===== src/rtl/mac_tile_ms_pkg.sv =====
// rtl/mac_tile_ms_pkg.sv - shared state encoding and instruction bit positions for the MAC tile
package mac_tile_pkg;

    typedef enum logic [1:0] {
        IDLE    = 2'd0,
        WS_LOAD = 2'd1,
        WS_EXEC = 2'd2,
        OS_EXEC = 2'd3
    } state_t;

    localparam int LOAD  = 0;
    localparam int EXEC  = 1;
    localparam int FLUSH = 2;

endpackage


===== src/rtl/mac_tile_ms_mac_sat.sv =====
// rtl/mac_tile_ms_mac_sat.sv - combinational c + a*w with optional saturation
module mac_sat #(
    parameter int bw      = 4,
    parameter int psum_bw = 16,
    parameter int sat     = 0
) (
    input  logic [bw-1:0]      a_i,
    input  logic [bw-1:0]      w_i,
    input  logic [psum_bw-1:0] c_i,
    output logic [psum_bw-1:0] y_o
);

    localparam int pw = 2 * bw + 1;

    logic signed [pw-1:0]  a_ext;
    logic signed [pw-1:0]  w_ext;
    logic signed [pw-1:0]  prod;
    logic [psum_bw-1:0]    p_ext;
    logic [psum_bw:0]      sum;
    logic                  ovf;

    // a is unsigned, w is signed: zero- and sign-extend before the multiply
    assign a_ext = $signed({{(pw - bw){1'b0}}, a_i});
    assign w_ext = $signed({{(pw - bw){w_i[bw-1]}}, w_i});
    assign prod  = a_ext * w_ext;

    generate
        if (psum_bw > pw) begin : g_ext
            assign p_ext = {{(psum_bw - pw){prod[pw-1]}}, prod};
        end else if (psum_bw == pw) begin : g_eq
            assign p_ext = prod;
        end else begin : g_trunc
            assign p_ext = prod[psum_bw-1:0];
        end
    endgenerate

    assign sum = {c_i[psum_bw-1], c_i} + {p_ext[psum_bw-1], p_ext};
    assign ovf = (sat != 0) && (sum[psum_bw] != sum[psum_bw-1]);

    always_comb begin
        y_o = sum[psum_bw-1:0];
        if (ovf) begin
            y_o = sum[psum_bw] ? {1'b1, {(psum_bw - 1){1'b0}}}
                               : {1'b0, {(psum_bw - 1){1'b1}}};
        end
    end

endmodule


===== src/rtl/mac_tile_ms.sv =====
// rtl/mac_tile_ms.sv - systolic MAC tile supporting weight- and output-stationary dataflow
module mac_tile_ms
    import mac_tile_pkg::*;
#(
    parameter int bw      = 4,
    parameter int psum_bw = 16,
    parameter int nw      = 2,
    parameter int sat     = 0
) (
    input  logic                                 clk,
    input  logic                                 reset,
    input  logic [bw-1:0]                        in_w,
    input  logic [psum_bw-1:0]                   in_n,
    input  logic [2:0]                           inst_w,
    input  logic                                 mode,
    input  logic [((nw > 1) ? $clog2(nw) : 1)-1:0] wsel,
    output logic [psum_bw-1:0]                   out_s,
    output logic                                 out_s_valid,
    output logic [bw-1:0]                        out_e,
    output logic [2:0]                           inst_e
);

    localparam int ptr_w = $clog2(nw + 1);
    localparam logic [ptr_w-1:0] nw_p = ptr_w'(nw);

    state_t             state_q;
    logic [ptr_w-1:0]   ptr_q;
    logic [bw-1:0]      slot_q [nw];
    logic [psum_bw-1:0] acc_q;
    logic [psum_bw-1:0] out_s_q;
    logic               out_s_valid_q;
    logic [bw-1:0]      out_e_q;
    logic [2:0]         inst_e_q;

    logic               load, exec, flush;
    logic               os_path, capture;
    logic [bw-1:0]      w_sel, mac_w;
    logic [psum_bw-1:0] mac_c, mac_y, w_zx;

    assign load  = inst_w[LOAD];
    assign exec  = inst_w[EXEC];
    assign flush = inst_w[FLUSH];

    always_comb begin
        w_sel = slot_q[0];
        for (int i = 1; i < nw; i++) begin
            if (32'(wsel) == i) w_sel = slot_q[i];
        end
    end

    // One multiplier: OS takes the weight from the north and accumulates locally
    assign os_path = (state_q == OS_EXEC) || (state_q == IDLE && !mode);
    assign mac_w   = os_path ? in_n[bw-1:0] : w_sel;
    assign mac_c   = os_path ? acc_q : in_n;
    assign w_zx    = {{(psum_bw - bw){1'b0}}, in_n[bw-1:0]};

    assign capture = load && !flush && (ptr_q < nw_p) &&
                     ((state_q == IDLE && mode) || state_q == WS_LOAD);

    mac_sat #(.bw(bw), .psum_bw(psum_bw), .sat(sat)) u_mac (
        .a_i (in_w),
        .w_i (mac_w),
        .c_i (mac_c),
        .y_o (mac_y)
    );

    always_ff @(posedge clk or negedge reset) begin
        if (!reset) begin
            state_q       <= IDLE;
            ptr_q         <= '0;
            acc_q         <= '0;
            out_s_q       <= '0;
            out_s_valid_q <= 1'b0;
            out_e_q       <= '0;
            inst_e_q      <= '0;
            for (int i = 0; i < nw; i++) slot_q[i] <= '0;
        end else begin
            out_e_q       <= in_w;
            inst_e_q      <= inst_w;
            out_s_valid_q <= 1'b0;
            // Captured loads are consumed here; overflow loads travel east
            if (capture) begin
                for (int i = 0; i < nw; i++) begin
                    if (ptr_q == ptr_w'(i)) slot_q[i] <= in_w;
                end
                ptr_q          <= ptr_q + 1'b1;
                inst_e_q[LOAD] <= 1'b0;
            end
            case (state_q)
                IDLE: begin
                    if (!flush) begin
                        if (mode && load) begin
                            state_q <= exec ? WS_EXEC : WS_LOAD;
                            if (exec) begin
                                out_s_q       <= mac_y;
                                out_s_valid_q <= 1'b1;
                            end
                        end else if (!mode && exec) begin
                            acc_q   <= mac_y;
                            out_s_q <= w_zx;
                            state_q <= OS_EXEC;
                        end
                    end
                end
                WS_LOAD, WS_EXEC: begin
                    if (flush) begin
                        for (int i = 0; i < nw; i++) slot_q[i] <= '0;
                        ptr_q   <= '0;
                        state_q <= IDLE;
                    end else if (exec) begin
                        out_s_q       <= mac_y;
                        out_s_valid_q <= 1'b1;
                        state_q       <= WS_EXEC;
                    end
                end
                OS_EXEC: begin
                    if (flush) begin
                        out_s_q       <= acc_q;
                        out_s_valid_q <= 1'b1;
                        acc_q         <= '0;
                        state_q       <= IDLE;
                    end else if (exec) begin
                        acc_q   <= mac_y;
                        out_s_q <= w_zx;
                    end
                end
                default: state_q <= IDLE;
            endcase
        end
    end

    assign out_s       = out_s_q;
    assign out_s_valid = out_s_valid_q;
    assign out_e       = out_e_q;
    assign inst_e      = inst_e_q;

endmodule


===== config.mk =====
export PLATFORM = sky130hd
export DESIGN_NAME = mac_tile_ms
export DESIGN_NICKNAME = d
export VERILOG_FILES = /design/src/rtl/mac_tile_ms_pkg.sv /design/src/rtl/mac_tile_ms_mac_sat.sv /design/src/rtl/mac_tile_ms.sv
export SDC_FILE = /design/constraint.sdc
export NUM_CORES = 1
export LEC_CHECK = 0
export ABC_AREA = 1
export CAP_MARGIN = 40
export CORE_ASPECT_RATIO = 1.5
export CORE_MARGIN = 1
export CORE_UTILIZATION = 45
export CTS_CLUSTER_SIZE = 28
export DETAILED_ROUTE_END_ITERATION = 16
export PLACE_DENSITY = 0.67
export SLEW_MARGIN = 20
export SYNTH_ARGS = -nofsm -noshare
export SYNTH_HDL_FRONTEND = slang
export SYNTH_SLANG_ARGS = --single-unit

===== constraint.sdc =====
create_clock -name clk -period 4.65 [get_ports clk]
set_clock_uncertainty 0.05 [all_clocks]
set_input_delay 0.465 -clock clk [delete_from_list [all_inputs] [get_ports clk]]
set_output_delay 0.465 -clock clk [all_outputs]
set_load 0.01 [all_outputs]

==> metrics.md <==
| Metric | Value |
|---|---|
| Die W | `79.7 microns` |
| Initial Utilization | `46.2%` |
| Final Hold Vio Count | `0` |
| Cell area after synthesis | `~0.004 sq mm` |
| Overall Global Routing Usage | `between 20% and 30%` |
| Longest Clk Path Bufs | `2` |
| Post-Syn Nets | `between 600 and 700` |
| TNS Setup | `0 ns` |
| CTS Sinks | `52` |
| Fin area | `about 0.0050 sq mm` |
| Top cell type's share of synthesized area | `31.9%` |
| Multi-input gate area in the final layout | `0.00241 sq mm` |
| Max Freq | `approximately 230 MHz` |
| Post-DP HPWL | `approximately 9000 microns` |
| Ant diodes | `0` |
| Cts bufs inserted | `5` |
| Netlist cell types | `34` |
| Initial antenna violation count | `0` |
| CTS tree | `built` |
| Syn avg cell area | `about 7.5 sq um` |
| Final Util | `approximately 57%` |
| Vias per cell | `~5.3` |
| Synth warnings | `0` |
| Critical path class | `flop to flop` |
| GRT Residual Overflow | `0` |
| Top cells by area, synth | `dfrtp_1, ha_1, nand2_1, o21ai_0, inv_1` |
| Seq/Total Area, Yosys | `between 30% and 40%` |
| Core area | `slightly below 0.009 sq mm` |
| Hold Crit Class | `primary input to async pin` |
| Global-route wire length before repair | `18300 microns` |
| Clock-pin slew on the worst setup and hold paths | `about 0.07 ns` |
| # DRC | `0` |
| Max cap viols | `0` |
| Clock Latency Late Sink | `approximately 0.3 ns` |
| Status | `completed` |
| CP Capture Type | `flop` |
| RR Endpoint | `out_s[15]` |
| Largest area contributor in the netlist | `dfrtp_1` |
| Largest net degree at the start of global routing | `53` |
| Post-layout net count | `between 600 and 700` |
| Drt pass-1 iters | `5` |
| WL final | `11200 microns` |
| Placed Area | `0.00479 sq mm` |
| Share of layout cells above drive strength 1 | `between 10 and 15%` |
| Startpoint types | `flop` |
| Least-Margin Pin Slew | `~0.67 ns` |
| Worst Path Max Fanout | `7` |
| DR iter-0 viols | `around 250` |
| Worst EP required | `roughly 4.8 ns` |
| Routed len/inst | `about 15 microns` |
| Mapped Cells | `about 540` |
| Number of global-route vias before repair | `about 4000` |
| R2R depth | `23` |
| Die Span Y | `119 microns` |
| Post-synth ARST share | `100%` |
| Final Setup Violations | `0` |
| Ports | `51` |
| Worst path arrival time | `4.59 ns` |
| IO buf count | `50` |
| Most frequent cells in the layout | `nand2_1, inv_1, o21ai_0, dfrtp_1, clkdlybuf4s50_1` |
| Row count | `between 40 and 50` |
| Via count | `roughly 3800` |
| Worst r2r src | `state_q[0]` |
| Root Driver | `clkbuf_16` |
| Fillers | `slightly below 900` |
| Number of synthesized flops with an enable pin | `0` |
| Slew HR | `~55%` |
| Most common cell after layout, fill and taps aside | `nand2_1` |
| # placed instances | `around 710` |
| Synth Register Bits | `52` |
| Die area | `0.00946 sq mm` |
| Most common flop cell mapped by yosys | `dfrtp_1` |
| Routability cong. | `0.938` |
| Final Non-Filler Cells | `roughly 720` |
| Fin. max-slew vios | `0` |
| Crit path time final | `between 4 and 5 ns` |
| Worst reg2reg setup slack | `around 0.24 ns` |
| Share of the clock period used by the worst path | `between 90% and 100%` |
| Final ANT Viol Nets | `0` |
| H-tree lvl count | `2` |
| Reg area | `roughly 0.0013 sq mm` |
| P&R area growth vs syn | `22.9%` |
per-stage QoR:
step | hold WS [ns] | setup WS (ns)
2_1_floorplan | 0.119 | 0.177
3_3_place_gp | 0.429 | -0.0620
3_5_place_dp | 0.452 | -0.128
4_1_cts | 0.269 | 0.0281
5_1_grt | 0.307 | -0.00864
6_report | 0.233 | 0.238
metal layers:
layer / track usage [%] / up-vias / wire length (microns) / part of all wire [%]
li1: - / 1900 / - / -
met1: 27.7 / 1763 / 4260 / 38
met2: 45.2 / 129 / 5940 / 53
met3: 2.39 / 37 / 398 / 3.6
met4: 13.7 / 0 / 568 / 5.1
met5: 0 / - / 0 / 0
flip-flops by register name, summed over array words and instances, names as in the netlist:
register and flops:
out_s 16, inst_e 3, ptr_q 2, acc_q 16, out_e 4, slot_q 8, out_s_valid 1, state_q 2
cell families (layout without fill, tap and decap cells):
| group | after synthesis | in the layout | synth area share [%] |
|---|---|---|---|
| AND/OR/NAND/NOR | 198 | 198 | 20.6 |
| XOR/XNOR | 6 | 6 | 1.29 |
| AO/OA/AOI/OAI | 132 | 132 | 17.2 |
| adder cells (fa/ha/maj) | 56 | 56 | 19.2 |
| buffers and inverters | 98 | 167 | 9.78 |
| flip-flops | 52 | 52 | 31.9 |
critical path, stage by stage (launching register included):
cell      delay [ns]
dfrtp_1         0.40
inv_1           0.09
ha_2            0.18
inv_1           0.06
nand2_2         0.10
nand2_4         0.09
o211ai_1        0.12
o21ai_2         0.12
or2_2           0.30
fa_1            0.53
fa_1            0.46
fa_1            0.55
inv_1           0.07
ha_1            0.29
nand2_1         0.05
nor2_1          0.11
nand2_1         0.07
nand3_1         0.14
nand2_1         0.07
nand2_1         0.08
inv_1           0.04
nand2_1         0.11
nand3_1         0.10
a21oi_1         0.15
cell usage after synthesis (2+ instances only):
library cell,instances
nand2_1,109
inv_1,82
o21ai_0,66
dfrtp_1,52
ha_1,45
a21oi_1,44
nor2_1,43
nand3_1,28
fa_1,11
o21ai_1,6
nand2_2,5
inv_2,4
nand4_1,4
o22ai_1,4
xor2_1,4
buf_2,3
buf_6,3
clkbuf_1,3
nor2_4,3
o211ai_1,3
o21bai_1,3
or2_2,3
a31oi_1,2
xnor2_1,2
how the worst max path moves through the flow:
stage	end	cells after the start	from
5_1_grt	out_s[15]	23	state_q[1]
6_report	out_s[15]	23	state_q[0]
2_1_floorplan	acc_q[10]	21	state_q[0]
3_5_place_dp	acc_q[10]	18	mode
4_1_cts	acc_q[10]	20	state_q[0]
3_3_place_gp	acc_q[10]	18	mode
repair_timing:
action,in CTS,in global routing
pin swaps,0,2
buffers inserted,0,2
setup endpoints to repair,8,22
hold endpoints to repair,0,0
hold buffers,0,0
gates resized for setup,2,13
area by class of cell:
type,count,share of cell area (%)
timing repair buffer,73,13.3
multi-input combinational,392,48.2
clock inverter,2,0.774
tap,110,2.75
inverter,86,6.44
clock buffer,6,2.57
sequential,52,26.0
Power is not shown: default switching activity piles up to over one toggle a cycle in this logic, so the estimate is an artifact.
